===== src/rtl/lc3b_types.sv =====
// Shared types for the memory arbiter: FSM state encoding, default word/mask
// widths and a small index-width helper.
package lc3b_types;

  localparam int WORD_W = 16;
  localparam int MASK_W = WORD_W / 8;

  typedef enum logic [1:0] {
    IDLE    = 2'd0,
    BUSY    = 2'd1,
    RECOVER = 2'd2
  } arb_state_e;

  function automatic int idx_w(input int n);
    return (n > 1) ? $clog2(n) : 1;
  endfunction

endpackage


===== src/rtl/mem_arbiter_if.sv =====
// Channel-side and memory-side signals of the arbiter. The slave modport is
// the arbiter; the master modport is the requesters plus the downstream memory.
interface mem_arbiter_if
  import lc3b_types::*;
#(
  parameter int NUM_CH     = 2,
  parameter int ADDR_WIDTH = 16,
  parameter int DATA_WIDTH = WORD_W
);
  localparam int MW = DATA_WIDTH / 8;

  logic [NUM_CH-1:0]                 ch_read;
  logic [NUM_CH-1:0]                 ch_write;
  logic [NUM_CH-1:0][MW-1:0]         ch_wmask;
  logic [NUM_CH-1:0][ADDR_WIDTH-1:0] ch_address;
  logic [NUM_CH-1:0][DATA_WIDTH-1:0] ch_wdata;
  logic [NUM_CH-1:0]                 ch_resp;
  logic [NUM_CH-1:0][DATA_WIDTH-1:0] ch_rdata;

  logic                  mem_read;
  logic                  mem_write;
  logic [MW-1:0]         mem_wmask;
  logic [ADDR_WIDTH-1:0] mem_address;
  logic [DATA_WIDTH-1:0] mem_wdata;
  logic                  mem_resp;
  logic [DATA_WIDTH-1:0] mem_rdata;

  modport slave (
    input  ch_read, ch_write, ch_wmask, ch_address, ch_wdata, mem_resp, mem_rdata,
    output ch_resp, ch_rdata, mem_read, mem_write, mem_wmask, mem_address, mem_wdata
  );

  modport master (
    output ch_read, ch_write, ch_wmask, ch_address, ch_wdata, mem_resp, mem_rdata,
    input  ch_resp, ch_rdata, mem_read, mem_write, mem_wmask, mem_address, mem_wdata
  );

endinterface


===== src/rtl/rr_arbiter.sv =====
// Combinational round-robin pick: first requester at or after ptr, wrapping,
// returned both one-hot and as an index.
module rr_arbiter #(
  parameter int N  = 2,
  parameter int IW = 1
) (
  input  logic [N-1:0]  req,
  input  logic [IW-1:0] ptr,
  output logic [N-1:0]  gnt,
  output logic [IW-1:0] idx,
  output logic          any
);

  logic [IW-1:0] c;

  always_comb begin
    gnt = '0;
    idx = '0;
    any = 1'b0;
    c   = '0;
    for (int k = 0; k < N; k++) begin
      c = IW'((int'(ptr) + k) % N);
      if (!any && req[c]) begin
        any    = 1'b1;
        gnt[c] = 1'b1;
        idx    = c;
      end
    end
  end

endmodule


===== src/rtl/mem_arbiter.sv =====
// Round-robin arbiter funnelling NUM_CH request channels onto one memory port,
// one outstanding transaction at a time, with a one-cycle recovery gap.
module mem_arbiter
  import lc3b_types::*;
#(
  parameter int NUM_CH     = 2,
  parameter int ADDR_WIDTH = 16,
  parameter int DATA_WIDTH = WORD_W
) (
  input  logic          clk,
  input  logic          rst,
  mem_arbiter_if.slave  bus
);

  localparam int MW = DATA_WIDTH / 8;
  localparam int IW = idx_w(NUM_CH);

  arb_state_e state, state_nxt;

  logic [IW-1:0]         rr_ptr, grant_idx, pick_idx;
  logic [NUM_CH-1:0]     grant_oh, pick_oh, req;
  logic                  pick_any, done;
  logic                  cmd_read, cmd_write;
  logic [MW-1:0]         cmd_wmask;
  logic [ADDR_WIDTH-1:0] cmd_address;
  logic [DATA_WIDTH-1:0] cmd_wdata;

  assign req  = bus.ch_read | bus.ch_write;
  assign done = (state == BUSY) && bus.mem_resp;

  rr_arbiter #(.N(NUM_CH), .IW(IW)) u_rr (
    .req (req),
    .ptr (rr_ptr),
    .gnt (pick_oh),
    .idx (pick_idx),
    .any (pick_any)
  );

  always_ff @(posedge clk or posedge rst) begin
    if (rst) state <= IDLE;
    else     state <= state_nxt;
  end

  always_comb begin
    state_nxt = state;
    case (state)
      IDLE:    if (pick_any) state_nxt = BUSY;
      BUSY:    if (bus.mem_resp) state_nxt = RECOVER;
      RECOVER: state_nxt = IDLE;
      default: state_nxt = IDLE;
    endcase
  end

  // Command is captured once at grant so the memory side sees a stable request
  // even if the channel's inputs wiggle afterwards.
  always_ff @(posedge clk or posedge rst) begin
    if (rst) begin
      rr_ptr      <= '0;
      grant_idx   <= '0;
      grant_oh    <= '0;
      cmd_read    <= 1'b0;
      cmd_write   <= 1'b0;
      cmd_wmask   <= '0;
      cmd_address <= '0;
      cmd_wdata   <= '0;
    end else begin
      if (state == IDLE && pick_any) begin
        grant_idx   <= pick_idx;
        grant_oh    <= pick_oh;
        cmd_write   <= bus.ch_write[pick_idx];
        cmd_read    <= bus.ch_read[pick_idx] & ~bus.ch_write[pick_idx];
        cmd_wmask   <= bus.ch_wmask[pick_idx];
        cmd_address <= bus.ch_address[pick_idx];
        cmd_wdata   <= bus.ch_wdata[pick_idx];
      end
      if (done)
        rr_ptr <= (grant_idx == IW'(NUM_CH - 1)) ? '0 : grant_idx + IW'(1);
    end
  end

  always_comb begin
    bus.mem_read    = 1'b0;
    bus.mem_write   = 1'b0;
    bus.mem_wmask   = '0;
    bus.mem_address = '0;
    bus.mem_wdata   = '0;
    bus.ch_resp     = '0;
    bus.ch_rdata    = '0;
    if (state == BUSY) begin
      bus.mem_read    = cmd_read;
      bus.mem_write   = cmd_write;
      bus.mem_wmask   = cmd_wmask;
      bus.mem_address = cmd_address;
      bus.mem_wdata   = cmd_wdata;
    end
    if (done) begin
      bus.ch_resp             = grant_oh;
      bus.ch_rdata[grant_idx] = bus.mem_rdata;
    end
  end

endmodule


===== src/flat_wrapper.sv =====
// flat-port wrapper written by rule: the top's interface ports become plain ports
module mem_arbiter_flat import lc3b_types::*;
#(
  parameter int NUM_CH     = 2,
  parameter int ADDR_WIDTH = 16,
  parameter int DATA_WIDTH = WORD_W
)
  (clk, rst, bus_ch_read, bus_ch_write, bus_ch_wmask, bus_ch_address, bus_ch_wdata, bus_mem_resp, bus_mem_rdata, bus_ch_resp, bus_ch_rdata, bus_mem_read, bus_mem_write, bus_mem_wmask, bus_mem_address, bus_mem_wdata);
  mem_arbiter_if #(.NUM_CH(NUM_CH), .ADDR_WIDTH(ADDR_WIDTH), .DATA_WIDTH(DATA_WIDTH)) bus_i ();
  input  logic clk;
  input  logic rst;
  input wire logic [$bits(bus_i.ch_read)-1:0] bus_ch_read;
  input wire logic [$bits(bus_i.ch_write)-1:0] bus_ch_write;
  input wire logic [$bits(bus_i.ch_wmask)-1:0] bus_ch_wmask;
  input wire logic [$bits(bus_i.ch_address)-1:0] bus_ch_address;
  input wire logic [$bits(bus_i.ch_wdata)-1:0] bus_ch_wdata;
  input wire logic [$bits(bus_i.mem_resp)-1:0] bus_mem_resp;
  input wire logic [$bits(bus_i.mem_rdata)-1:0] bus_mem_rdata;
  output wire logic [$bits(bus_i.ch_resp)-1:0] bus_ch_resp;
  output wire logic [$bits(bus_i.ch_rdata)-1:0] bus_ch_rdata;
  output wire logic [$bits(bus_i.mem_read)-1:0] bus_mem_read;
  output wire logic [$bits(bus_i.mem_write)-1:0] bus_mem_write;
  output wire logic [$bits(bus_i.mem_wmask)-1:0] bus_mem_wmask;
  output wire logic [$bits(bus_i.mem_address)-1:0] bus_mem_address;
  output wire logic [$bits(bus_i.mem_wdata)-1:0] bus_mem_wdata;
  assign bus_i.ch_read = bus_ch_read;
  assign bus_i.ch_write = bus_ch_write;
  assign bus_i.ch_wmask = bus_ch_wmask;
  assign bus_i.ch_address = bus_ch_address;
  assign bus_i.ch_wdata = bus_ch_wdata;
  assign bus_i.mem_resp = bus_mem_resp;
  assign bus_i.mem_rdata = bus_mem_rdata;
  assign bus_ch_resp = bus_i.ch_resp;
  assign bus_ch_rdata = bus_i.ch_rdata;
  assign bus_mem_read = bus_i.mem_read;
  assign bus_mem_write = bus_i.mem_write;
  assign bus_mem_wmask = bus_i.mem_wmask;
  assign bus_mem_address = bus_i.mem_address;
  assign bus_mem_wdata = bus_i.mem_wdata;
  mem_arbiter #(.NUM_CH(NUM_CH), .ADDR_WIDTH(ADDR_WIDTH), .DATA_WIDTH(DATA_WIDTH)) u_core (.clk(clk), .rst(rst), .bus(bus_i));
endmodule

===== config.mk =====
export PLATFORM = sky130hd
export DESIGN_NAME = mem_arbiter_flat
export DESIGN_NICKNAME = d
export VERILOG_FILES = /design/src/rtl/lc3b_types.sv /design/src/rtl/mem_arbiter_if.sv /design/src/rtl/rr_arbiter.sv /design/src/rtl/mem_arbiter.sv /design/src/flat_wrapper.sv
export SDC_FILE = /design/constraint.sdc
export NUM_CORES = 1
export LEC_CHECK = 0
export CORE_MARGIN = 5
export CORE_UTILIZATION = 38
export CTS_BUF_LIST = sky130_fd_sc_hd__clkbuf_16
export CTS_CLUSTER_SIZE = 16
export DETAILED_ROUTE_END_ITERATION = 8
export PLACE_DENSITY = 0.86
export SLEW_MARGIN = 20
export SYNTH_ARGS = -nofsm -noshare
export SYNTH_HDL_FRONTEND = slang
export SYNTH_SLANG_ARGS = --single-unit
export TNS_END_PERCENT = 1

===== constraint.sdc =====
create_clock -name clk -period 1.75 [get_ports clk]
set_input_delay 0.35 -clock clk [delete_from_list [all_inputs] [get_ports clk]]
set_output_delay 0.35 -clock clk [all_outputs]
set_load 0.01 [all_outputs]

Word level (Yosys, flattened, before mapping)
Cells that the tools add are included.
{"block": "word_totals", "register_bits": 42, "in_bits": 91, "out_inout_bits": 70, "word_cells": 72}
{"block": "op_classes", "n_addsub": 2, "order_cmp": 7, "eq_ne": 3, "muxes": 37, "n_bitwise": 5, "n_reduce_logical": 9}
{"op": "2-to-1 mux 16 bit", "n": 7}
{"op": "bitwise AND 32 bit", "n": 1}
{"op": "2-to-1 mux 32 bit", "n": 1}
{"op": "2-to-1 mux 1 bit", "n": 17}
{"op": "demux 16 bit (select 1 bit)", "n": 1}
{"op": "2-to-1 mux 2 bit", "n": 8}
{"op": "< comparator 1 x 2 -> 1 bit (second input constant)", "n": 4}
{"op": "logical AND 1 bit", "n": 6}
{"op": "bitwise OR 2 bit", "n": 2}
{"op": "one-hot mux 2 bit (2 select lines)", "n": 1}
{"op": "greater-or-equal comparator 1 bit (second input constant)", "n": 3}
{"op": "adder 1 bit (second input constant)", "n": 2}
{"op": "demux 1 bit (select 1 bit)", "n": 2}
{"op": "equality test 2 x 1 -> 1 bit (second input constant)", "n": 1}
{"op": "logical NOT 2 bit", "n": 1}
{"op": "inequality test 2 x 1 -> 1 bit (second input constant)", "n": 1}
{"op": "inequality test 2 bit (second input constant)", "n": 1}
{"op": "AND reduction 2 bit", "n": 1}
{"op": "bitwise AND 1 bit", "n": 1}
{"op": "logical NOT 1 bit", "n": 1}
{"op": "NOT 1 bit", "n": 1}

Longest topological paths before layout
{"block": "depth", "ltp_word": 11, "mapped_depth": 5, "depth_no_buf": 3}

By module
Synthesis repeated with hierarchy kept, for this count alone.
{"block": "hier_totals", "cells_unflattened": 260, "area_unflattened_um2": 2423.6}
{"mod": "mem_arbiter", "instances": 1, "cells_each": 255, "area_each_um2": 2391.0, "seq_area_each_um2": 1051.0}
{"mod": "rr_arbiter", "instances": 1, "cells_each": 5, "area_each_um2": 32.5, "seq_area_each_um2": 0.0}

Least setup slack after synthesis
Ideal clock, no wire load.
{"block": "synth_path", "path_kind": "register to output", "from": "reg u_core.state[1]", "to": "out bus_ch_rdata[22]", "arrival_ps": 1347, "required_time_ps": 1400, "setup_slack_ps": 53, "stages_incl_launch_ff": 6, "n_path_buf": 2, "path_cell_list": "dfrtp_1 > and2b_1 > and3_1 > clkbuf_1 > clkbuf_1 > and2_1"}
{"block": "synth_via", "elab_chain_cells": 3}
{"element": "start: declaration", "line": "mem_arbiter.sv:18", "source": "arb_state_e state, state_nxt;"}
{"element": "start signal: assignment", "line": "mem_arbiter.sv:41", "source": "else state <= state_nxt;"}
{"element": "equality test 2 x 1 -> 1 bit", "line": "mem_arbiter.sv:29", "source": "assign done = (state == BUSY) && bus.mem_resp;"}
{"element": "logical AND 1 bit", "line": "mem_arbiter.sv:29"}
{"element": "2-to-1 mux 32 bit", "line": "mem_arbiter.sv:96", "source": "if (done) begin"}
{"element": "end: declaration", "line": "flat_wrapper.sv:20", "source": "output wire logic [$bits(bus_i.ch_rdata)-1:0] bus_ch_rdata;"}
Every way passes these cells.

Worst setup path after layout
{"block": "layout_path", "from": "reg u_core.state[1]", "to": "out bus_ch_rdata[30]"}
Same word-level chain as after synthesis.

==> flow_summary.ini <==
[placed_design]
pre_cts_slack_ns = -0.581
dpl.cell_count = 562
gp_congestion = 0.804
dp_hpwl_mm = 6.83
port_buffers = 160

[cts]
cts_root_buffer = clkbuf_16
cts.sinks = 42
cts_hold_buf = 0
numCtsBuffers = 5
htreeDepth = 2
cts_tree = done
clk_pin_slew_ns = 0.06
cts_max_path_buffers = 2
insertion_delay_ns = 0.27

[final_layout]
finalNonFillerCells = 581
drive_gt1_share_pct = 30.9
multi_input_area_sq_um = 1550
fill_cells = 565
antenna_cells = 0
final_nets = 575
final_common_cell = clkdlybuf4s50_1
regArea_sq_um = 1050
final_cell_mix = clkdlybuf4s50_1 (89), and2_1 (50), buf_2 (48)
areaGrowthSynthToFinish_pct = 76.3

[synth]
ys_ff_latch = 42
synthFlopType = dfrtp_1
netlist_area_sq_um = 2670
syn-num-nets = 400
ys_types = 30
synth-seq-area-share_pct = 39.4
avgSynthCellArea_sq_um = 8.64
async_reset_ff_share_pct = 100
synthCells = 309
synth_edf_count = 0
ys_warn_count = 0

[worst_setup_path]
rr_endpoint = u_core.cmd_address[4]$_DFFE_PP0P_
critPathCaptureType = primary output
reg2reg_slack_ns = 0.12
worstSetupStartpointType = register
critical_path_class = reg -> out
arrival_ns = 1.67
reg2reg_from = u_core.state[1]$_DFFE_PP0P_
crit_path_max_fanout = 4
cp.required_ns = 1.40
worst_r2r_path_depth = 5

[global_routing]
grt_pass1_wl_mm = 15.3
grt.overflow.total = 0
antenna_found_initial = 0
grt_usage_pct = 21.4
grt_max_degree = 43
grt_pass1_vias = 3109

[sta]
setup_tns_ns = -8.38
fmax_ghz = 0.495
hold_violations = 0
rsz0062_at_grt = yes
slew_headroom_pct = 74.9
fin_ws_ns = -0.271
finalSetupViolations = 70
finClkSkew_ns = 0.00143
final.min_clock_period_ns = 2.02
worst_pin_slew_ns = 0.376
drv_slew = 0
fin_crit_sh_pct = 115
timing.hold.ws_ns = 0.423

[die]
design.portCount = 161
start_util_pct = 39.1
die_area_sq_um = 8800
die_y_um = 93.8
core_sq_um = 6830
die_x_um = 93.8
row_count = 30

[drt]
ant_nets = 0
drt_iter0_markers = 198
wirelength_mm = 9.44
wl_per_cell_um = 16.2
drc_errors = 0
drtPass1Iterations = 4
via_per_inst = 5.19
vias = 3015

[power_and_ir_drop]
p_leak_nw = 2.04
powerDensity_nw_per_um2 = 1440
ir_worst_vdd_mv = 0.769

[hold_path]
hold_class = in -> async

[outcome]
failed_checks = negative setup slack
status = finished, violations left

[flow_run]
drv_cap = 0
logic make-up (layout without fill, tap and decap cells):
kind of cell | after synthesis | in the layout | synth area share, %
compound gates | 116 | 116 | 25.0
simple gates | 120 | 120 | 29.6
buf+inv | 31 | 207 | 6.05
flops | 42 | 42 | 39.4
cell usage after synthesis, types with 2 or more instances:
| cell type | count | area share [%] |
|---|---|---|
| o21a_1 | 2 | 0.56 |
| o21ai_0 | 38 | 7.1 |
| nor2_1 | 2 | 0.28 |
| and3_1 | 3 | 0.70 |
| buf_8 | 3 | 1.7 |
| buf_2 | 3 | 0.56 |
| nand2b_1 | 2 | 0.47 |
| clkbuf_1 | 23 | 3.2 |
| dfrtp_1 | 42 | 39 |
| nand3b_1 | 34 | 9.6 |
| a21oi_1 | 32 | 6.0 |
| and2_1 | 69 | 16 |
| nor2_2 | 2 | 0.47 |
| a21oi_2 | 4 | 1.3 |
| nand2_1 | 2 | 0.28 |
| a31oi_1 | 34 | 8.0 |
worst max path at each step:
stage / start / cells past startpoint / endpoint / slack, ns
floorplan: u_core.state[1]$_DFFE_PP0P_ / 5 / bus_ch_rdata[22] / 0.05
global route: u_core.state[1]$_DFFE_PP0P_ / 6 / bus_ch_rdata[30] / -0.32
detailed placement: bus_mem_resp / 5 / bus_ch_rdata[13] / -0.58
CTS: u_core.state[1]$_DFFE_PP0P_ / 6 / bus_ch_rdata[20] / -0.23
global placement: bus_mem_resp / 5 / bus_ch_rdata[10] / -0.52
finish: u_core.state[1]$_DFFE_PP0P_ / 6 / bus_ch_rdata[30] / -0.27
registers in the layout, summed over array words and instances, names as in the netlist:
register,cells
u_core.cmd_address,16
u_core.cmd_read,1
u_core.cmd_wdata,16
u_core.cmd_wmask,2
u_core.cmd_write,1
u_core.grant_idx,1
u_core.grant_oh,2
u_core.rr_ptr,1
u_core.state,2
critical path, cell delays in order, from the launching register on:
cell and delay (ns):
dfrtp_1 0.40, and2b_4 0.28, buf_6 0.09, and3_4 0.24, clkbuf_16 0.15, and2_4 0.13
buf_6 0.09
through the flow:
| stage | cell area [sq um] | power (W) | utilization [%] |
|---|---|---|---|
| detailed placement | 4520 | 0.00578 | 66.2 |
| floorplan | 2670 | 0.00371 | - |
| finish | 4710 | 0.00677 | 68.9 |
| global route | 4710 | 0.00727 | 68.9 |
| CTS | 4540 | 0.00659 | 66.5 |
| global placement | 4520 | 0.00566 | 66.2 |
what timing repair did:
item | 4_1_cts | 5_1_grt
resized for setup | 301 | 45
endpoints found under the setup margin | 70 | 104
pin swaps | 3 | 16
setup buffers | 7 | 0
gates cloned | 3 | 1
power breakdown:
| group | internal (W) | total (W) | switching (W) |
|---|---|---|---|
| clock | 0.000515 | 0.000860 | 0.000345 |
| sequential | 0.00147 | 0.00175 | 0.000275 |
| combinational | 0.00216 | 0.00416 | 0.00200 |
| total | 0.00415 | 0.00677 | 0.00262 |
layer usage:
metal / track usage, % / routed length [um]
met1: 26.2 / 3720
met2: 38.0 / 4850
met3: 5.29 / 760
met4: 4.21 / 114
met5: 0 / 0
final cells by class:
| class | instances | area share [%] |
|---|---|---|
| Clock buffer | 5 | 2.66 |
| Inverter | 1 | 0.0798 |
| Tap cell | 96 | 2.55 |
| Sequential cell | 42 | 22.3 |
| Timing Repair Buffer | 198 | 39.1 |
| Multi-Input combinational cell | 236 | 33.0 |
| Clock inverter | 3 | 0.266 |
(Power assumes the default switching activity.)
